`src/rtl/fetch_pkg.sv`:
```
// Shared opcodes, FSM encoding and opcode-legality helper for the instruction fetch/issue block.
package fetch_pkg;

  localparam logic [5:0] OP_RTYPE = 6'b000000;
  localparam logic [5:0] OP_LW    = 6'b100011;
  localparam logic [5:0] OP_SW    = 6'b101011;
  localparam logic [5:0] OP_BEQ   = 6'b000100;
  localparam logic [5:0] OP_HALT  = 6'b111111;

  typedef enum logic [1:0] {
    IDLE = 2'd0,
    RUN  = 2'd1,
    HALT = 2'd2
  } fetch_state_e;

  function automatic logic op_legal(input logic [5:0] op);
    return (op == OP_RTYPE) || (op == OP_LW) || (op == OP_SW) ||
           (op == OP_BEQ) || (op == OP_HALT);
  endfunction

endpackage

```
`src/rtl/fetch_fifo2.sv`:
```
// Two-entry {instr,pc} FIFO with flush; push and pop may coincide at any occupancy.
module fetch_fifo2 #(
  parameter int ADDR_W = 32
) (
  input  logic              clk,
  input  logic              rst_n,
  input  logic              flush,
  input  logic              push,
  input  logic              pop,
  input  logic [31:0]       push_instr,
  input  logic [ADDR_W-1:0] push_pc,
  output logic              valid,
  output logic [31:0]       head_instr,
  output logic [ADDR_W-1:0] head_pc,
  output logic [1:0]        count
);

  logic [31:0]       instr_q [2];
  logic [ADDR_W-1:0] pc_q    [2];
  logic              rd_ptr;
  logic              wr_ptr;
  logic [1:0]        count_q;

  always_ff @(posedge clk or negedge rst_n) begin
    if (!rst_n) begin
      for (int i = 0; i < 2; i++) begin
        instr_q[i] <= '0;
        pc_q[i]    <= '0;
      end
      rd_ptr  <= 1'b0;
      wr_ptr  <= 1'b0;
      count_q <= 2'd0;
    end else if (flush) begin
      rd_ptr  <= 1'b0;
      wr_ptr  <= 1'b0;
      count_q <= 2'd0;
    end else begin
      if (push) begin
        instr_q[wr_ptr] <= push_instr;
        pc_q[wr_ptr]    <= push_pc;
        wr_ptr          <= ~wr_ptr;
      end
      if (pop) rd_ptr <= ~rd_ptr;
      count_q <= count_q + {1'b0, push} - {1'b0, pop};
    end
  end

  assign valid      = (count_q != 2'd0);
  assign head_instr = instr_q[rd_ptr];
  assign head_pc    = pc_q[rd_ptr];
  assign count      = count_q;

endmodule

```
`src/rtl/instr_fetch_issue.sv`:
```
// Instruction fetch/issue: PC, credit-based requests to a 1-cycle imem, 2-entry output queue.
// Optional macro FETCH_ILLEGAL_CHECK_EN: unsupported opcodes set sticky illegal and halt fetch.
//
// state | meaning
// IDLE  | after reset, waiting for start; redirect only reloads pc
// RUN   | issuing requests while queue credit allows
// HALT  | halt (or illegal) word seen; queue drains, no requests until redirect
module instr_fetch_issue
  import fetch_pkg::*;
#(
  parameter int                ADDR_W   = 32,
  parameter logic [ADDR_W-1:0] RESET_PC = '0
) (
  input  logic              clk,
  input  logic              rst_n,
  input  logic              start,
  output logic              imem_req,
  output logic [ADDR_W-1:0] imem_addr,
  input  logic [31:0]       imem_rdata,
  input  logic              redirect,
  input  logic [ADDR_W-1:0] redirect_pc,
  output logic              out_valid,
  input  logic              out_ready,
  output logic [5:0]        out_opcode,
  output logic [5:0]        out_funct,
  output logic [31:0]       out_instr,
  output logic [ADDR_W-1:0] out_pc,
  output logic              halted,
  output logic              illegal
);

  fetch_state_e      state_q, state_d;
  logic [ADDR_W-1:0] pc_q;
  logic [ADDR_W-1:0] resp_pc_q;
  logic              inflight_q;
  logic              squash_q;

  logic              fifo_valid;
  logic [31:0]       head_instr;
  logic [ADDR_W-1:0] head_pc;
  logic [1:0]        count;

  logic              resp_live, resp_halt, resp_bad, stop;
  logic              push, pop, flush, issue;
  logic [1:0]        occ_after;

  // A response is live unless it belongs to a pre-redirect request or collides with a redirect.
  assign resp_live = inflight_q & ~squash_q & ~redirect;
  assign resp_halt = resp_live & (imem_rdata[31:26] == OP_HALT);

`ifdef FETCH_ILLEGAL_CHECK_EN
  logic illegal_q;
  assign resp_bad = resp_live & ~op_legal(imem_rdata[31:26]);
  assign illegal  = illegal_q;
  always_ff @(posedge clk or negedge rst_n) begin
    if (!rst_n) illegal_q <= 1'b0;
    else if (resp_bad) illegal_q <= 1'b1;
  end
`else
  assign resp_bad = 1'b0;
  assign illegal  = 1'b0;
`endif

  assign stop  = resp_halt | resp_bad;
  assign flush = redirect & (state_q != IDLE);
  assign pop   = fifo_valid & out_ready & ~redirect;
  assign push  = resp_live & ~resp_halt;

  // Slots committed after this cycle: current entries minus pop plus the word landing now.
  assign occ_after = count - {1'b0, pop} + {1'b0, inflight_q};
  assign issue     = (state_q == RUN) & (occ_after < 2'd2) & ~stop;

  assign imem_req  = issue;
  assign imem_addr = issue ? pc_q : '0;

  always_comb begin
    state_d = state_q;
    case (state_q)
      IDLE:    if (start) state_d = RUN;
      RUN:     if (!redirect && stop) state_d = HALT;
      HALT:    if (redirect) state_d = RUN;
      default: state_d = IDLE;
    endcase
  end

  always_ff @(posedge clk or negedge rst_n) begin
    if (!rst_n) begin
      state_q    <= IDLE;
      pc_q       <= RESET_PC;
      resp_pc_q  <= '0;
      inflight_q <= 1'b0;
      squash_q   <= 1'b0;
    end else begin
      state_q    <= state_d;
      inflight_q <= issue;
      // A request issued in the redirect cycle targets the old path; drop its response.
      squash_q   <= redirect & issue;
      if (issue) resp_pc_q <= pc_q;
      if (redirect) pc_q <= redirect_pc;
      else if (issue) pc_q <= pc_q + ADDR_W'(4);
    end
  end

  fetch_fifo2 #(.ADDR_W(ADDR_W)) u_fifo (
    .clk        (clk),
    .rst_n      (rst_n),
    .flush      (flush),
    .push       (push),
    .pop        (pop),
    .push_instr (imem_rdata),
    .push_pc    (resp_pc_q),
    .valid      (fifo_valid),
    .head_instr (head_instr),
    .head_pc    (head_pc),
    .count      (count)
  );

  assign out_valid  = fifo_valid;
  assign out_instr  = fifo_valid ? head_instr : '0;
  assign out_pc     = fifo_valid ? head_pc : '0;
  assign out_opcode = out_instr[31:26];
  assign out_funct  = out_instr[5:0];
  assign halted     = (state_q == HALT) & (count == 2'd0);

endmodule
```
`config.mk`:
```
export PLATFORM = sky130hd
export DESIGN_NAME = instr_fetch_issue
export DESIGN_NICKNAME = d
export VERILOG_FILES = /design/src/rtl/fetch_pkg.sv /design/src/rtl/fetch_fifo2.sv /design/src/rtl/instr_fetch_issue.sv
export SDC_FILE = /design/constraint.sdc
export NUM_CORES = 1
export LEC_CHECK = 0
export CAP_MARGIN = 20
export CORE_ASPECT_RATIO = 1.5
export CORE_UTILIZATION = 40
export CTS_CLUSTER_DIAMETER = 200
export DETAILED_ROUTE_END_ITERATION = 6
export HOLD_SLACK_MARGIN = 0.15
export MAX_ROUTING_LAYER = met4
export PLACE_DENSITY = 0.72
export SLEW_MARGIN = 20
export SYNTH_ARGS = -nofsm -noshare
export SYNTH_HDL_FRONTEND = slang
export SYNTH_SLANG_ARGS = --single-unit
```
`constraint.sdc`:
```
create_clock -name clk -period 4.01 [get_ports clk]
set_clock_uncertainty 0.2 [all_clocks]
set_input_delay 1.0025 -clock clk [delete_from_list [all_inputs] [get_ports clk]]
set_output_delay 1.0025 -clock clk [all_outputs]
set_load 0.01 [all_outputs]
```
==> impl_metrics.env, run 1 <==
export IMPL_synth_cell_types=55
export IMPL_wirelength_um=23600
export IMPL_worstSetupPathType="in -> out"
export IMPL_grt_max_degree=76
export IMPL_place_gp_congestion=0.867
export IMPL_cts_max_level=4
export IMPL_ys_seq_elements=200
export IMPL_grt_ovfl_total=0
export IMPL_arrival_ps=2780
export IMPL_crit_buf_inv=4
export IMPL_cts_buffers=17
export IMPL_ir_drop_mv=0.352
export IMPL_fin_crit_ps=3980
export IMPL_crit_family="buffers and inverters"
export IMPL_status="finished clean"
export IMPL_antenna_found_initial=0
export IMPL_rows=68
export IMPL_fin_crit_sh=0.994
export IMPL_worstPathRequired_ps=2810
export IMPL_powerDensity_nw_per_um2=859
export IMPL_wl_per_cell_um=17.8
export IMPL_die_y_um=190
export IMPL_initial_core_util=0.409
export IMPL_clock_sinks=200
export IMPL_die_x_um=128
export IMPL_cts_buffer_depth=2
export IMPL_worstSkewPairLatency_ps=430
export IMPL_slew_viol_final=0
export IMPL_design_area_um2=12600
export IMPL_cap_violations=0
export IMPL_fin_nets=1072
export IMPL_grt_use_total=0.210
export IMPL_drt_iter0_markers=260
export IMPL_startpoint_type="input port"
export IMPL_cts_tree="yes"
export IMPL_ant_nets=0
export IMPL_ys_warn_count=0
export IMPL_clk_pin_slew_ps=60
export IMPL_setup_viol=0
export IMPL_finalHoldViolations=0
export IMPL_cts_hold_buffers=0
export IMPL_drive_above_1_share=0.297
export IMPL_tightest_slew_ps=1000
export IMPL_critPathMaxFanout=15
export IMPL_layout_commonest_cell="dfrtp_1"
export IMPL_syn2layout_area_growth_pct=32.9
export IMPL_place_area_um2=11900
export IMPL_crit_path_max_incr_delay_ps=280
export IMPL_synth_area_um2=9470
export IMPL_port_buffers=179
export IMPL_slowest_stage="ha_4"
export IMPL_place_hpwl_um=16600
export IMPL_rsz0062_at_grt="true"
export IMPL_boundaryPins=181
export IMPL_placed_cells=1287
export IMPL_cts_root_buf="clkbuf_16"
export IMPL_postSynthAreaPerCell_um2=11.9
export IMPL_die_area_um2=24300
export IMPL_final_cells=1328
export IMPL_ys_flop_type="dfrtp_1"
export IMPL_crit_path_end_kind="primary output"
export IMPL_diodes=0
export IMPL_most_common_layout_cells="dfrtp_1, clkdlybuf4s50_1, mux2_2"
export IMPL_grt_pass1_wl_um=37500
export IMPL_p_leak_nw=5.48
export IMPL_async_flop_share=1.00
export IMPL_vias=6831
export IMPL_drcViolationCount=0
export IMPL_yosysSeqAreaShare=0.528
export IMPL_firstDrtPassIters=5
export IMPL_synth_edf_count=0
export IMPL_vias_per_cell=5.14
export IMPL_syn_nets=871
export IMPL_core_area_um2=23100
export IMPL_grt_pass1_vias=7077
export IMPL_hold_class="reg -> reg"
export IMPL_slew_headroom=0.332
export IMPL_crit_chain="dlygate4sd2_1 > and3_4 > ha_4 > nor2b_4 > xnor2_2 > nand3_4 > buf_4 > buf_12 > nor2_4 > clkdlybuf4s15_2"
export IMPL_synthCells=799
export IMPL_fmax_mhz=251
-- layer usage --
metal | routed length, µm | track usage | up-vias
li1 | - | - | 3200
met1 | 9410 | 0.238 | 3411
met2 | 12600 | 0.368 | 179
met3 | 824 | 0.0292 | 41
met4 | 709 | 0.0905 | 0
met5 | 0 | - | -
-- power by group --
group          leakage (nW)  internal (mW)  total, mW  switching, mW
clock network         0.312           1.13       1.87          0.743
registers              2.41           2.91       3.49          0.581
logic                  2.75           3.04       5.45           2.41
total                  5.48           7.07       10.8           3.73
-- through the flow --
stage / hold WS, ps / worst slack [ps] / total power, mW / utilization / setup TNS [ps]
floorplan: 260 / 206 / 6.32 / - / 0
global placement: 277 / -773 / 8.71 / 0.512 / -22770
detailed placement: 280 / -832 / 8.83 / 0.512 / -25830
CTS: 297 / 0.212 / 11.0 / 0.545 / 0
global route: 311 / -43.7 / 11.5 / 0.544 / -84.1
finish: 290 / 25.0 / 10.8 / 0.544 / 0
-- flip-flops by register name, summed over array words and instances (netlist names) --
name,flops
state_q,2
inflight_q,1
resp_pc_q,32
u_fifo.count,2
u_fifo.wr_ptr,1
pc_q,32
u_fifo.rd_ptr,1
squash_q,1
u_fifo.instr_q,64
u_fifo.pc_q,64
-- worst reg2reg max path, cell delays in order, from the launching register on --
cell and delay (ps):
dfrtp_1 450, nor2_4 150, inv_1 90, and3_4 200, ha_4 280, nor2b_4 50
buf_4 120, buf_4 130, xor2_1 140, or4_1 640, or3_1 390, a31oi_1 210
-- worst paths after layout --
check                                   to  cells past startpoint  slack [ps]            start
hold reg to reg              resp_pc_q[21]                      2         290    resp_pc_q[21]
setup / recovery             imem_addr[17]                     10          30        out_ready
min in group asynchronous          pc_q[2]                      1         320            rst_n
hold / removal               resp_pc_q[21]                      2         290    resp_pc_q[21]
setup reg to reg                  pc_q[12]                     11         880  u_fifo.count[1]
max in group asynchronous  u_fifo.pc_q[11]                      2        2500            rst_n
-- kinds of logic (layout without fill, tap and decap cells) --
kind of cell               count (synthesis)  in the layout  share of synthesized area
adders and majority gates                  3              3                    0.00396
buffers and inverters                     72            286                     0.0380
and+or+nand+nor                          224            224                      0.122
AOI/OAI and AO/OA                         85             85                     0.0643
other                                      1              1                   0.000396
DFF                                      200            200                      0.528
muxes                                    198            198                      0.226
xor gates and xnor gates                  16             16                     0.0164
-- synth_stat cells (all sizes together), types with 2 or more instances --
cell     instances  area, µm²
or3              9       61.3
a31oi           14       87.6
nand4           13       87.6
nand2b           4       25.0
a21o            30        225
nor4             6       58.8
inv             13       48.8
o31ai            3       22.5
and4             2       17.5
nand3           13       75.1
ha               3       37.5
dfrtp          200       5000
and2            27        184
nand4b           4       35.0
mux2           130       1460
o22ai            2       12.5
nand2           33        124
nor2            94        353
xnor2            9       86.3
mux2i           68        681
xor2             7       68.8
nor3             3       15.0
clkbuf          17       63.8
o31a             3       26.3
a2111oi          4       72.6
buf             42        248
nor2b            3       18.8
o21ai           24        120
and3             4       25.0
or4              6       48.8
-- cell type report --
class                   count  area (µm²)
flip-flops and latches    200        5010
well taps                 315         394
clock buffers              21         450
fillers                  2019       10600
clock inverters            11         194
multi-input cells         527        4210
inverters                  13        56.3
repair buffers            241        2270
-- repair_timing --
item | CTS | global route
pin swaps | 5 | 1
setup buffers | 8 | 0
gates cloned | 1 | 0
gates resized for setup | 167 | 13
setup endpoints to repair | 33 | 17
Note: power is estimated with default switching activity, not from simulation.
==> run 2, diff against run 1 <==
Settings changed: CAP_MARGIN 20 to not set.
==> results of run 2 <==
Same layout as run 1: the final DEF is identical, and so are final timing and power.
==> run 3, diff against run 2 <==
Settings changed: GPL_ROUTABILITY_DRIVEN set to 0.
==> results of run 3 <==
Same layout as run 1: the final DEF is identical, and so are final timing and power.
